### src/rtl/output_capture_if.sv
// Result-port and FIFO read-side signal bundle for output_capture.
// master: the side driving the result port and draining the FIFO.
// slave:  the output_capture receiver itself.
interface output_capture_if #(
    parameter int unsigned DEPTH = 16
) ();
    logic [15:0]            data_in;
    logic                   data_ready;
    logic                   rd_en;
    logic [15:0]            rd_data;
    logic                   fifo_empty;
    logic                   fifo_full;
    logic [$clog2(DEPTH):0] fifo_count;

    modport master (
        output data_in, data_ready, rd_en,
        input  rd_data, fifo_empty, fifo_full, fifo_count
    );

    modport slave (
        input  data_in, data_ready, rd_en,
        output rd_data, fifo_empty, fifo_full, fifo_count
    );
endinterface

### src/rtl/output_capture.sv
// output_capture: host-side receiver for the 16-bit result port.
// Detects rising edges of data_ready, decodes load/done marker words into
// sticky status flags, and buffers result words in a first-word-fall-through
// FIFO that downstream logic drains via rd_en.
// Optional feature macro: OUTPUT_CAPTURE_CHECKSUM_EN adds a rotate-xor
// checksum over every result word seen during a run.
module output_capture #(
    parameter int unsigned DEPTH       = 16,
    parameter logic [15:0] LOAD_MARKER = 16'h9999,
    parameter logic [15:0] DONE_MARKER = 16'hF0F0
) (
    input  logic                 clk,
    input  logic                 reset,
    output_capture_if.slave      bus,
    output logic                 load_seen,
    output logic                 run_done,
    output logic                 overflow,
    output logic [15:0]          result_count
`ifdef OUTPUT_CAPTURE_CHECKSUM_EN
    ,
    output logic [15:0]          checksum
`endif
);

    localparam int unsigned AW = $clog2(DEPTH);
    localparam int unsigned CW = AW + 1;

    typedef enum logic [1:0] {
        IDLE,
        RUN,
        DONE
    } state_t;

    state_t          state;
    state_t          state_next;
    logic            ready_q;
    logic            ev;
    logic [15:0]     mem [DEPTH];
    logic [AW-1:0]   wr_ptr;
    logic [AW-1:0]   rd_ptr;
    logic [CW-1:0]   count;
    logic            full;
    logic            push;
    logic            pop;
    logic            wr;
    logic            drop;
    logic            set_load;
    logic            set_done;
    logic            new_run;

    assign ev   = bus.data_ready & ~ready_q;
    assign full = (count == CW'(DEPTH));
    assign pop  = bus.rd_en & (count != '0);
    // A full FIFO still accepts the word when the head leaves in the same cycle.
    assign wr   = push & (~full | pop);
    assign drop = push & full & ~pop;

    assign bus.rd_data    = mem[rd_ptr];
    assign bus.fifo_empty = (count == '0);
    assign bus.fifo_full  = full;
    assign bus.fifo_count = count;

    // Ready edge detector and FSM state register
    always_ff @(posedge clk) begin
        if (reset) begin
            ready_q <= 1'b0;
            state   <= IDLE;
        end else begin
            ready_q <= bus.data_ready;
            state   <= state_next;
        end
    end

    // Marker decode: next state and per-event actions
    always_comb begin
        state_next = state;
        push       = 1'b0;
        set_load   = 1'b0;
        set_done   = 1'b0;
        new_run    = 1'b0;
        case (state)
            IDLE: begin
                if (ev && bus.data_in == LOAD_MARKER) begin
                    set_load   = 1'b1;
                    state_next = RUN;
                end
            end
            RUN: begin
                if (ev) begin
                    if (bus.data_in == DONE_MARKER) begin
                        set_done   = 1'b1;
                        state_next = DONE;
                    end else begin
                        push = 1'b1;
                    end
                end
            end
            DONE: begin
                if (ev && bus.data_in == LOAD_MARKER) begin
                    new_run    = 1'b1;
                    state_next = RUN;
                end
            end
            default: state_next = IDLE;
        endcase
    end

    // FIFO storage, pointers and occupancy
    always_ff @(posedge clk) begin
        if (reset) begin
            for (int unsigned i = 0; i < DEPTH; i++) begin
                mem[i] <= '0;
            end
            wr_ptr <= '0;
            rd_ptr <= '0;
            count  <= '0;
        end else begin
            if (wr) begin
                mem[wr_ptr] <= bus.data_in;
                wr_ptr      <= wr_ptr + 1'b1;
            end
            if (pop) begin
                rd_ptr <= rd_ptr + 1'b1;
            end
            count <= count + CW'(wr) - CW'(pop);
        end
    end

    // Sticky status flags and saturating result counter
    always_ff @(posedge clk) begin
        if (reset) begin
            load_seen    <= 1'b0;
            run_done     <= 1'b0;
            overflow     <= 1'b0;
            result_count <= '0;
        end else begin
            if (set_load) begin
                load_seen <= 1'b1;
            end
            if (set_done) begin
                run_done <= 1'b1;
            end else if (new_run) begin
                run_done <= 1'b0;
            end
            if (drop) begin
                overflow <= 1'b1;
            end
            if (new_run) begin
                result_count <= '0;
            end else if (push && result_count != 16'hFFFF) begin
                result_count <= result_count + 16'd1;
            end
        end
    end

`ifdef OUTPUT_CAPTURE_CHECKSUM_EN
    // Rotate-left-xor checksum over every result seen, including dropped ones
    always_ff @(posedge clk) begin
        if (reset || new_run) begin
            checksum <= '0;
        end else if (push) begin
            checksum <= {checksum[14:0], checksum[15]} ^ bus.data_in;
        end
    end
`endif

endmodule

### src/flat_wrapper.sv
// flat-port wrapper written by rule: the top's interface ports become plain ports
module output_capture_flat 
#(
    parameter int unsigned DEPTH       = 16,
    parameter logic [15:0] LOAD_MARKER = 16'h9999,
    parameter logic [15:0] DONE_MARKER = 16'hF0F0
)
  (clk, reset, load_seen, run_done, overflow, result_count, bus_data_in, bus_data_ready, bus_rd_en, bus_rd_data, bus_fifo_empty, bus_fifo_full, bus_fifo_count);
  output_capture_if #(.DEPTH(DEPTH)) bus_i ();
  input  logic clk;
  input  logic reset;
  output logic load_seen;
  output logic run_done;
  output logic overflow;
  output logic [15:0] result_count;
  input wire logic [$bits(bus_i.data_in)-1:0] bus_data_in;
  input wire logic [$bits(bus_i.data_ready)-1:0] bus_data_ready;
  input wire logic [$bits(bus_i.rd_en)-1:0] bus_rd_en;
  output wire logic [$bits(bus_i.rd_data)-1:0] bus_rd_data;
  output wire logic [$bits(bus_i.fifo_empty)-1:0] bus_fifo_empty;
  output wire logic [$bits(bus_i.fifo_full)-1:0] bus_fifo_full;
  output wire logic [$bits(bus_i.fifo_count)-1:0] bus_fifo_count;
  assign bus_i.data_in = bus_data_in;
  assign bus_i.data_ready = bus_data_ready;
  assign bus_i.rd_en = bus_rd_en;
  assign bus_rd_data = bus_i.rd_data;
  assign bus_fifo_empty = bus_i.fifo_empty;
  assign bus_fifo_full = bus_i.fifo_full;
  assign bus_fifo_count = bus_i.fifo_count;
  output_capture #(.DEPTH(DEPTH), .LOAD_MARKER(LOAD_MARKER), .DONE_MARKER(DONE_MARKER)) u_core (.clk(clk), .reset(reset), .bus(bus_i), .load_seen(load_seen), .run_done(run_done), .overflow(overflow), .result_count(result_count));
endmodule
### config.mk
export PLATFORM = sky130hd
export DESIGN_NAME = output_capture_flat
export DESIGN_NICKNAME = d
export VERILOG_FILES = /design/src/rtl/output_capture_if.sv /design/src/rtl/output_capture.sv /design/src/flat_wrapper.sv
export SDC_FILE = /design/constraint.sdc
export NUM_CORES = 1
export LEC_CHECK = 0
export CORE_UTILIZATION = 48
export DETAILED_ROUTE_END_ITERATION = 7
export GPL_TIMING_DRIVEN = 0
export HOLD_SLACK_MARGIN = 0.15
export PLACE_DENSITY_LB_ADDON = 0.12
export SYNTH_ARGS = -nofsm -noshare
export SYNTH_HDL_FRONTEND = slang
export SYNTH_SLANG_ARGS = --single-unit
### constraint.sdc
create_clock -name clk -period 3.1 [get_ports clk]
set_input_delay 0.31 -clock clk [delete_from_list [all_inputs] [get_ports clk]]
set_output_delay 0.31 -clock clk [all_outputs]
set_load 0.005 [all_outputs]
== Word level (Yosys, flattened, before mapping) ==
Memories as Yosys holds them, arrays and structs flattened. A register that Yosys moved wholly into a read port is not among the register bits.
Index checks and enable logic that the tools add are counted.
Operators by class
  reductions and logical operators: 10
  equal/unequal tests: 9
  add/sub/neg operators: 5
  div/mod/pow operators: 0
  $mul: 0
  order comparisons: 0
  bitwise gates (word level): 9
  shift operators: 0
  multiplexer cells: 25
Operators by type and width (number)
  16-bit == test, second input constant: 2
  1-bit two-way mux: 17
  16-bit by 1-bit adder with 16-bit output, second input constant: 1
  16-bit two-way mux: 1
  16-bit != test, second input constant: 1
  16-bit OR reduction: 1
  4-bit two-way mux: 3
  4-bit by 1-bit adder with 4-bit output, second input constant: 2
  2-bit two-way mux: 3
  2-bit by 1-bit != test with 1-bit output, second input constant: 3
  5-bit by 1-bit adder with 5-bit output: 1
  1-bit bitwise AND: 5
  5-bit == test, second input constant: 1
  5-bit zero test: 1
  5-bit nonzero test: 1
  5-bit by 1-bit subtractor with 5-bit output: 1
  2-bit one-hot mux with 2 select lines: 1
  2-bit OR reduction: 2
  1-bit inverter: 3
  3-bit AND reduction: 1
  2-bit by 1-bit == test with 1-bit output, second input constant: 1
  2-bit == test, second input constant: 1
  1-bit logical AND: 2
  2-bit zero test: 1
  2 further kinds: 2
Word-level totals
  input port bits: 20
  flip-flop bits (word level): 35
  word-level logic and storage cells: 68
  memory bits (writable): 256
  bits in read-only memories: 0
  latch bits: 0
  memories kept: 1
Memory list
  u_core.mem: depth 16, width 16, read ports 1, clocked after Yosys merged registers in 1, wr ports 16, RTL line output_capture.sv:38  | logic [15:0] mem [DEPTH];

== Longest topological paths before layout ==
Gate-level depths: netlist of run 1.
  depth in word-level cells: 10
  depth in mapped cells: 15
  mapped depth without buffers: 14

== Least setup slack after synthesis of run 1 ==
OpenSTA, ideal clock, no wires.
  path kind: reg-to-reg
  from: reg u_core.count[3], in the netlist u_core.bus.fifo_count[3]
  to: reg u_core.count[4], in the netlist u_core.bus.fifo_count[4]
  path buffers: 1
  data arrival time: 2.534 ns
  library setup time: 0.070 ns
  slack: 0.496 ns
  clock period less this slack: 2.604 ns
  required time: 3.030 ns
  cell stages (with the launch flop): 16
  cell sequence: dfxtp_1 > inv_1 > ha_1 > nor4b_1 > nor2b_1 > clkbuf_1 > ha_1 > inv_1 > ha_1 > inv_1 > fa_1 > inv_1 > a21oi_1 > nor2_1 > or3_1 > a21oi_1
Between the ends
  cells in the longest elaborated chain, start to end: 6
  elaborated cells between the ends (all ways): 8
  those cells by class: add/sub (2); eq/ne (1); bitwise (4); reduce/logical (1)
Ends and longest elaborated chain
  from (decl): RTL line output_capture.sv:41  | logic [CW-1:0] count;
  from (signal assigned): RTL line output_capture.sv:125  | count <= count + CW'(wr) - CW'(pop);
  5-bit nonzero test or 5-bit == test (tied branches): RTL line output_capture.sv:53, output_capture.sv:52
  1-bit bitwise AND or 1-bit inverter (tied branches): RTL line output_capture.sv:53, output_capture.sv:55
  1-bit OR: RTL line output_capture.sv:55  | assign wr = push & (~full | pop);
  1-bit bitwise AND: RTL line output_capture.sv:55
  5-bit by 1-bit adder with 5-bit output: RTL line output_capture.sv:125
  5-bit by 1-bit subtractor with 5-bit output *: RTL line output_capture.sv:125
Every way passes the cells marked *; elsewhere a longest branch is shown, timed or not.
A chain may end at the register's enable or synchronous reset.

==> reports/summary.md, run 1 <==
Run status
• **run status** finished, final reports clean

Synth
• **proportion of netlist area held by the largest area contributor** 57.85%
• **area of the mapped netlist** 0.01329 sq mm
• **Cells after Synth** 945
• **Seq/Total Area, Yosys** 63.72%
• **flip-flop cell with the highest count after synthesis** edfxtp_1
• **cell accounting for the most synthesized area** edfxtp_1
• **proportion of register bits with asynchronous set or reset after synthesis** 0%
• **post-synthesis net count** 978
• **Unique masters post-synth** 55
• **syn_area_per_cell** 14.06 sq um
• **leading cell types by total area after synthesis** edfxtp_1 58%, mux4_2 14%, nor2_1 6.2%
• **warning count from the yosys run** 0
• **Synth Register Bits** 295
• **Post-synth EDFFs** 256

Clocking
• **CTS tree** built
• **number of H-tree branching levels** 1
• **Clock Tree Buf Depth** 3
• **CTS sink count** 295
• **CTS root buf** clkbuf_16
• **CTS buffer count** 31
• **Worst-Skew Late Latency** 0.56 ns
• **Reg clk slew, reported paths** 0.06 ns
• **Post-CTS Hold Fix Bufs** 0

Timing
• **Achievable Freq** 324.5 MHz
• **Final Max Tran Viols** 0
• **setup repair after global routing missed its margin** yes
• **number of setup violations in the final report** 0
• **slew of the pin with the lowest slew margin** 1.149 ns
• **final hold violation count** 0
• **share of the clock period used by the worst path after layout** 99.40%
• **worst rel slew slack** 23.41%
• **worst hold-check slack** 0.3768 ns
• **maximum clock skew at final layout** 0.005918 ns
• **crit path time final** 3.082 ns

Die
• **number of top-level pins** 62
• **number of standard-cell rows in the floorplan** 60
• **CORE AREA** 0.02703 sq mm
• **die outline height** 168.4 um
• **die boundary width** 168.4 um
• **effective utilization at floorplan** 49.17%
• **area enclosed by the die boundary** 0.02836 sq mm

Setup path
• **end point of the critical path** bus_rd_data[8]
• **Reg2Reg Launch Point** u_core.bus.fifo_count[3]$_SDFF_PP0_
• **reg-to-reg slack, setup** 0.20 ns
• **data arrival time of the critical path** 2.77 ns
• **CP Launch Type** register
• **kind of end point of the critical path** output pin
• **worst endpoint required time** 2.79 ns
• **critical-path cell list** buf_12 -> buf_16 -> mux4_2 -> mux4_2 -> clkdlybuf4s50_1
• **library cell contributing the largest single delay on the critical path** mux4_2
• **Setup Crit Path Kind** register to output pin
• **critical path peak fanout** 10
• **RR Endpoint** u_core.mem[0][7]$_SDFFCE_PN0P_
• **Worst path max stage delay** 0.54 ns
• **depth of the most critical reg-to-reg path** 8
• **dominant cell type by count on the critical path** mux4_2

Final layout
• **utilization of the core after routing** 57.33%
• **Syn-to-layout area delta** 16.59%
• **non-filler instance count after layout** 1406
• **commonest non-fill, non-tap cell in the layout** edfxtp_1
• **share of layout cells above drive strength 1** 17.37%
• **fillers** 2192
• **highest-count cells in the layout ignoring fill and taps** 256 x edfxtp_1, 221 x nor2_1, 80 x mux4_2, 65 x and2_1, 55 x clkdlybuf4s50_1
• **number of nets in the finished design** 1075
• **number of diodes added for antenna fixing** 0

Drt
• **Vias/cell** 6.019
• **wirelength, routed** 38000 um
• **antenna violation net count after detailed routing** 0
• **count of TritonRoute iterations in the first routing pass** 5
• **wire length per cell after detailed routing** 27.03 um
• **total vias in the final route** 8463
• **number of design-rule violations left by the first detailed-router iteration** 1040
• **number of design rule violations left after detail routing** 0

GRT
• **GRT Util Overall** 27.69%
• **vias in the first global route** 8591
• **wire length of the first global-routing pass** 55360 um
• **global route overflow** 0
• **number of antenna violations at the first check in global routing** 0
• **pin count of the biggest net entering global routing** 17

Power and ir drop
• **worst IR drop on VDD** 0.5290 mV
• **reported leakage power** 5.112 nW
• **power per unit of standard cell area** 682.7 mW/mm^2

Place
• **count of buffers inserted at the top-level ports** 61
• **placed instance count** 1347
• **routability congestion estimate** 0.8456
• **HPWL reported at the end of detailed placement** 23610 um

Job
• **max capacitance violation total** 0

Hold path
• **Hold Path Class** primary input to register
• **number of instances on the worst hold path** 2

cells in the mapped netlist (5+ instances only):
cell type	number
edfxtp_1	256
nor2_1	221
mux4_2	80
and2_1	65
nand2_1	53
dfxtp_1	39
clkbuf_1	23
buf_2	20
a21o_1	17
inv_1	16
a21oi_1	14
ha_1	12
nand3_1	11
nand4_1	10
or3_1	8
xor2_1	8
buf_4	7
o21ai_0	7
nor2b_1	6
xnor2_1	6
and3_1	5
report_power, final:
group	internal [mW]	leakage (nW)	switching, mW	total (mW)
clock network	2.06	0.470	1.53	3.60
registers	4.52	2.79	0.122	4.64
logic	1.30	1.85	1.03	2.33
logic make-up (layout without fill, tap and decap cells):
| kind of cell | after synthesis | count (layout) | share of synthesized area (%) |
|---|---|---|---|
| AOI/OAI and AO/OA | 45 | 45 | 2.166 |
| xor gates and xnor gates | 14 | 14 | 0.9227 |
| adders and majority gates | 13 | 13 | 1.280 |
| buffers and inverters | 76 | 196 | 2.740 |
| DFF | 295 | 295 | 63.72 |
| muxes | 84 | 84 | 13.86 |
| and+or+nand+nor | 418 | 418 | 15.31 |
worst min-delay path by stage:
stage	from	to	slack, ns
finish	bus_data_ready	u_core.ready_q$_SDFF_PP0_	0.38
global route	bus_data_ready	u_core.ready_q$_SDFF_PP0_	0.40
CTS	bus_data_ready	u_core.ready_q$_SDFF_PP0_	0.37
detailed placement	u_core.overflow$_SDFFE_PP0P_	u_core.overflow$_SDFFE_PP0P_	0.47
global placement	u_core.load_seen$_SDFFE_PP0P_	u_core.load_seen$_SDFFE_PP0P_	0.47
floorplan	bus_data_ready	u_core.ready_q$_SDFF_PP0_	0.44
registers in the layout, indices dropped and copies added, names as in the netlist, named ones only:
| register | count |
|---|---|
| u_core.overflow | 1 |
| u_core.state | 2 |
| u_core.result_count | 16 |
| u_core.load_seen | 1 |
| u_core.wr_ptr | 4 |
| u_core.run_done | 1 |
| u_core.bus.fifo_count | 5 |
| u_core.rd_ptr | 4 |
| u_core.ready_q | 1 |
| u_core.mem | 256 |
per-stage QoR:
step	TNS [ns]	instance area, sq um	power [mW]	setup slack, ns
after global routing	-0.07866	15490	10.89	-0.02283
after CTS	-0.1198	15420	10.53	-0.04165
final	0	15490	10.58	0.01845
after detailed placement	-97.14	14330	6.811	-0.4775
after global placement	-94.51	14330	6.786	-0.4393
after floorplan	0	13290	6.028	0.4955
worst max-delay path, delay by kind of cell (launching register included):
kind	cells	cell delay, ns
buffers and inverters	3	0.79
DFF	1	0.38
muxes	2	1.02
layout make-up:
type                       count  area (sq um)  share of cell area [%]
sequential                   295          8477                   54.71
multi-input combinational    574          4458                   28.77
clock buffer                  38         802.0                   5.176
timing repair buffer          67         684.4                   4.417
tap                          341         426.7                   2.754
buffer                        56         425.4                   2.746
clock inverter                18         153.9                  0.9933
inverter                      17         66.31                  0.4280
what timing repair did:
action / CTS / global route
resized for setup: 43 / 16
setup buffers: 3 / 2
cloned: 0 / 1
setup endpoints to repair: 16 / 30
metal layers:
layer  wire length [um]  vias up  part of all wire (%)  GRT usage [%]
li1                   -     3682                     -              -
met1              15540     4262                    41          38.21
met2              17890      430                    47          44.83
met3               3393       89                   8.9          4.678
met4               1172        0                   3.1          9.289
met5                  0        -                     0              0
Power figures use the tool's default switching activity.
==> inputs of run 2 (changes only) <==
--- a/config.mk
+++ b/config.mk
@@ -5,11 +5,14 @@
 export SDC_FILE = /design/constraint.sdc
 export NUM_CORES = 1
 export LEC_CHECK = 0
+export ABC_CLOCK_PERIOD_IN_PS = 3100
 export CORE_UTILIZATION = 48
 export DETAILED_ROUTE_END_ITERATION = 7
 export GPL_TIMING_DRIVEN = 0
 export HOLD_SLACK_MARGIN = 0.15
 export PLACE_DENSITY_LB_ADDON = 0.12
+export SETUP_SLACK_MARGIN = 0.4
+export SKIP_LAST_GASP = 1
 export SYNTH_ARGS = -nofsm -noshare
 export SYNTH_HDL_FRONTEND = slang
 export SYNTH_SLANG_ARGS = --single-unit
==> run 2 against run 1 <==
Net effect: final cell count is 3.1% higher; setup slack better by 0.13 ns; die area unchanged; power grew 6.2%; clock-buffer cell count did not move; flip-flop and latch count is the same; via count is 2.1% higher; largest power group unchanged.
==> reports/summary.md, run 2 (synthesis results as in run 1) <==
Drt
• **wirelength, routed** 38740 um
• **count of TritonRoute iterations in the first routing pass** 5
• **number of design-rule violations left by the first detailed-router iteration** 979
• **Vias/cell** 5.961
• **total vias in the final route** 8637
• **wire length per cell after detailed routing** 26.73 um
• **antenna violation net count after detailed routing** 0
• **number of design rule violations left after detail routing** 0

Die
• **area enclosed by the die boundary** 0.02836 sq mm
• **number of top-level pins** 62
• **die boundary width** 168.4 um
• **effective utilization at floorplan** 49.17%
• **number of standard-cell rows in the floorplan** 60
• **CORE AREA** 0.02703 sq mm
• **die outline height** 168.4 um

Job
• **max capacitance violation total** 0

Clocking
• **Post-CTS Hold Fix Bufs** 0
• **CTS sink count** 295
• **CTS root buf** clkbuf_16
• **Worst-Skew Late Latency** 0.57 ns
• **Clock Tree Buf Depth** 3
• **CTS tree** built
• **number of H-tree branching levels** 1
• **Reg clk slew, reported paths** 0.06 ns
• **CTS buffer count** 31

Place
• **pre-CTS setup slack** -0.4775 ns
• **HPWL reported at the end of detailed placement** 23610 um
• **routability congestion estimate** 0.8456
• **count of buffers inserted at the top-level ports** 61

GRT
• **GRT Util Overall** 28.20%
• **wire length of the first global-routing pass** 56280 um
• **pin count of the biggest net entering global routing** 17
• **vias in the first global route** 8819
• **global route overflow** 0
• **number of antenna violations at the first check in global routing** 0

Setup path
• **worst endpoint required time** 2.79 ns
• **dominant cell type by count on the critical path** buf_12
• **kind of end point of the critical path** output pin
• **depth of the most critical reg-to-reg path** 7
• **worst path buffer plus inverter count** 6
• **CP Launch Type** register
• **Worst path max stage delay** 0.53 ns
• **critical-path cell list** buf_12 -> buf_16 -> buf_12 -> buf_12 -> buf_6 -> mux4_2 -> mux4_2 -> buf_2
• **critical path peak fanout** 4
• **reg-to-reg slack, setup** 0.51 ns
• **Reg2Reg Launch Point** u_core.wr_ptr[0]$_SDFFE_PP0N_
• **RR Endpoint** u_core.mem[8][8]$_SDFFCE_PN0P_
• **Setup Crit Path Kind** register to output pin
• **data arrival time of the critical path** 2.64 ns
• **library cell contributing the largest single delay on the critical path** mux4_2
• **delay-heaviest family, CP** multiplexers

Power and ir drop
• **Seq pwr share** 41.2%
• **reported leakage power** 5.356 nW
• **power per unit of standard cell area** 699.0 mW/mm^2
• **clock share of power** 32.1%
• **combinational fraction of design power** 26.7%
• **overall power after layout** 11.23 mW
• **internal power** 8.371 mW
• **worst IR drop on VDD** 0.5190 mV
• **Sw Ratio** 25.46%
• **net switching power** 2.859 mW

Hold path
• **Hold Path Origin** bus_data_ready
• **sink of the worst hold path** u_core.ready_q$_SDFF_PP0_
• **number of instances on the worst hold path** 2
• **Hold Path Class** primary input to register

Timing
• **slew of the pin with the lowest slew margin** 0.8011 ns
• **setup repair after global routing missed its margin** yes
• **number of setup violations in the final report** 0
• **final hold violation count** 0
• **worst rel slew slack** 46.60%
• **maximum clock skew at final layout** 0.006302 ns
• **setup slack after layout** 0.1462 ns
• **worst hold-check slack** 0.3748 ns
• **sum of negative setup slack** 0 ns
• **Final Max Tran Viols** 0
• **share of the clock period used by the worst path after layout** 95.28%
• **crit path time final** 2.954 ns
• **Achievable Freq** 338.6 MHz

Final layout
• **commonest non-fill, non-tap cell in the layout** edfxtp_1
• **number of diodes added for antenna fixing** 0
• **number of nets in the finished design** 1118
• **Most flops, register** u_core.mem
• **highest-count cells in the layout ignoring fill and taps** 256 x edfxtp_1, 220 x nor2_1, 80 x mux4_2, 65 x and2_1, 53 x nand2_1
• **share of layout cells above drive strength 1** 24.28%
• **max reg flops** 256
• **Syn-to-layout area delta** 20.90%

Run status
• **run status** finished, final reports clean

run 2: area by class of cell:
| type | count | area [sq um] |
|---|---|---|
| Fill cell | 2121 | 10960 |
| Sequential cell | 295 | 8474 |
| Multi-Input combinational cell | 574 | 4529 |
| Timing Repair Buffer | 107 | 1117 |
| Clock buffer | 38 | 802.0 |
| Buffer | 59 | 496.7 |
| Tap cell | 341 | 426.7 |
| Clock inverter | 18 | 153.9 |
| Inverter | 17 | 66.31 |
run 2: worst max path at each step:
stage	startpoint	slack (ns)	cells past startpoint	endpoint
after floorplan	u_core.bus.fifo_count[3]$_SDFF_PP0_	0.50	15	u_core.bus.fifo_count[4]$_SDFF_PP0_
after global placement	bus_data_in[8]	-0.44	7	u_core.mem[8][9]$_SDFFCE_PN0P_
after detailed placement	bus_data_in[8]	-0.48	7	u_core.mem[8][8]$_SDFFCE_PN0P_
after CTS	register	0.15	8	bus_rd_data[14]
after global routing	register	0.13	8	bus_rd_data[14]
final	register	0.15	8	bus_rd_data[14]
run 2: what timing repair did:
action	4_1_cts	5_1_grt
gates resized for setup	154	28
setup buffers	31	12
pin swaps	0	1
setup endpoints to repair	293	198
cloned	2	1
run 2: metal layers:
layer  vias to the layer above  wire length (um)  GRT usage [%]
met2                       422             18310          45.44
met4                         2              1306          10.43
met3                        96              3305          5.031
li1                       3752                 -              -
met1                      4365             15750          38.39
met5                         -                64          1.739
run 2: stage by stage:
step | utilization, % | instances | cell area, sq um
5_1_grt | 59.45 | 1449 | 16070
6_report | 59.45 | 1449 | 16070
3_5_place_dp | 53.01 | 1347 | 14330
4_1_cts | 58.80 | 1436 | 15890
2_1_floorplan | - | 945 | 13290
3_3_place_gp | 53.01 | 1347 | 14330
run 2: power by group through the flow:
stage | clock network [mW] | logic [mW] | registers, mW
CTS | 3.62 | 2.87 | 4.62
global route | 3.75 | 3.16 | 4.65
floorplan | 0 | 1.37 | 4.66
global placement | 0 | 2.10 | 4.68
detailed placement | 0 | 2.12 | 4.69
finish | 3.61 | 3.00 | 4.63
==> inputs of run 3 (changes only) <==
--- a/config.mk
+++ b/config.mk
@@ -12,6 +12,7 @@
 export HOLD_SLACK_MARGIN = 0.15
 export PLACE_DENSITY_LB_ADDON = 0.12
 export SETUP_SLACK_MARGIN = 0.4
+export SKIP_CTS_REPAIR_TIMING = 1
 export SKIP_LAST_GASP = 1
 export SYNTH_ARGS = -nofsm -noshare
 export SYNTH_HDL_FRONTEND = slang
==> run 3 against run 2 <==
Net effect: critical path depth is 1 lower; final cell count hardly changed; first-iteration DRC count shrank 9.5%; sequential power about the same; hold slack gained 0.0031 ns; clock skew decreased by 0.00095 ns; sequential share of layout area rose by 0.12 points; maximum frequency about the same; power shrank 0.22%; global-route usage fell by 0.51 points; clock power about the same; largest power group unchanged.
==> reports/summary.md, run 3 (synthesis results as in run 1) <==
Run status
• **run status** finished, final reports clean

Clocking
• **CTS tree** built
• **CTS root buf** clkbuf_16
• **Worst-Skew Late Latency** 0.56 ns
• **Clock Tree Buf Depth** 3
• **Reg clk slew, reported paths** 0.06 ns
• **CTS buffer count** 31
• **number of H-tree branching levels** 1
• **CTS sink count** 295

Setup path
• **Setup Crit Path Kind** register to output pin
• **kind of end point of the critical path** output pin
• **CP Launch Type** register
• **critical path peak fanout** 6
• **worst endpoint required time** 2.79 ns
• **data arrival time of the critical path** 2.64 ns

Timing
• **share of the clock period used by the worst path after layout** 95.29%
• **worst rel slew slack** 47.27%
• **crit path time final** 2.954 ns
• **Final Max Tran Viols** 0
• **final hold violation count** 0
• **setup repair after global routing missed its margin** yes
• **number of setup violations in the final report** 0
• **worst hold-check slack** 0.3779 ns
• **maximum clock skew at final layout** 0.005352 ns
• **Achievable Freq** 338.5 MHz
• **slew of the pin with the lowest slew margin** 0.7910 ns

Job
• **max capacitance violation total** 0

Die
• **die boundary width** 168.4 um
• **number of top-level pins** 62
• **die outline height** 168.4 um
• **number of standard-cell rows in the floorplan** 60
• **CORE AREA** 0.02703 sq mm
• **effective utilization at floorplan** 49.17%
• **area enclosed by the die boundary** 0.02836 sq mm

Final layout
• **number of diodes added for antenna fixing** 0
• **number of nets in the finished design** 1119
• **share of layout cells above drive strength 1** 24.35%
• **highest-count cells in the layout ignoring fill and taps** 256 x edfxtp_1, 220 x nor2_1, 80 x mux4_2, 65 x and2_1, 53 x nand2_1
• **Syn-to-layout area delta** 20.63%
• **max reg flops** 256
• **Most flops, register** u_core.mem
• **commonest non-fill, non-tap cell in the layout** edfxtp_1

Drt
• **Vias/cell** 6.008
• **number of design-rule violations left by the first detailed-router iteration** 886
• **total vias in the final route** 8711
• **wire length per cell after detailed routing** 26.82 um
• **wirelength, routed** 38900 um
• **antenna violation net count after detailed routing** 0
• **count of TritonRoute iterations in the first routing pass** 5
• **number of design rule violations left after detail routing** 0

Power and ir drop
• **power per unit of standard cell area** 699.1 mW/mm^2
• **overall power after layout** 11.21 mW
• **reported leakage power** 5.362 nW
• **worst IR drop on VDD** 0.5259 mV

GRT
• **vias in the first global route** 8560
• **pin count of the biggest net entering global routing** 17
• **global route overflow** 0
• **wire length of the first global-routing pass** 55360 um
• **GRT Util Overall** 27.69%
• **number of antenna violations at the first check in global routing** 0

Place
• **routability congestion estimate** 0.8456
• **count of buffers inserted at the top-level ports** 61
• **HPWL reported at the end of detailed placement** 23610 um

Hold path
• **Hold Path Class** primary input to register

==> run 3: changes by cell type in the layout (fill, tap and decap cells not counted), sizes merged <==
cell          delta
dlymetal6s2s     +1
clkbuf          +16
buf             -16
==> run 3: path summary, 6_finish.rpt <==
| path | from | to | slack, ns | cells after the start |
|---|---|---|---|---|
| worst max-delay path | register | bus_rd_data[14] | 0.15 | 7 |
| worst max register to register | u_core.bus.fifo_count[1]$_SDFF_PP0_ | u_core.mem[11][10]$_SDFFCE_PN0P_ | 0.44 | 9 |
| worst min register to register | u_core.load_seen$_SDFFE_PP0P_ | u_core.load_seen$_SDFFE_PP0P_ | 0.49 | 1 |
| worst min-delay path | bus_data_ready | u_core.ready_q$_SDFF_PP0_ | 0.38 | 2 |
==> run 3: per-layer routing <==
metal	vias up	wire length [um]	GRT usage, %
li1	3762	-	-
met1	4388	15860	38.73
met2	473	18380	44.94
met3	86	3403	4.067
met4	2	1170	8.854
met5	-	75	0
==> run 3: area by class of cell <==
cell class / instances / area [sq um]
fill: 2124 / 11000
sequential: 295 / 8474
multi-input combinational: 574 / 4517
timing repair buffer: 108 / 1109
clock buffer: 38 / 802.0
buffer: 59 / 481.7
tap: 341 / 426.7
clock inverter: 18 / 153.9
inverter: 17 / 66.31
==> run 3: critical path, stage by stage (launching register included) <==
cell and delay (ns):
dfxtp_4 0.36, buf_12 0.14, buf_6 0.10, buf_6 0.10, buf_16 0.13, mux4_2 0.51
mux4_2 0.55, dlymetal6s2s_1 0.18
==> run 3: where the power goes <==
group / internal (mW) / total, mW / switching, mW
clock: 2.06 / 3.61 / 1.54
sequential: 4.52 / 4.63 / 0.108
combinational: 1.75 / 2.97 / 1.22
total: 8.33 / 11.2 / 2.87
==> run 3: through the flow <==
stage / instance area (sq um) / utilization (%) / instances / worst slack [ns] / TNS, ns
3_5_place_dp: 14330 / 53.01 / 1347 / -0.4775 / -97.14
2_1_floorplan: 13290 / - / 945 / 0.4955 / 0
4_1_cts: 15280 / 56.55 / 1403 / -0.8703 / -12.67
3_3_place_gp: 14330 / 53.01 / 1347 / -0.4393 / -94.51
5_1_grt: 16030 / 59.31 / 1450 / 0.1406 / 0
6_report: 16030 / 59.31 / 1450 / 0.1462 / 0
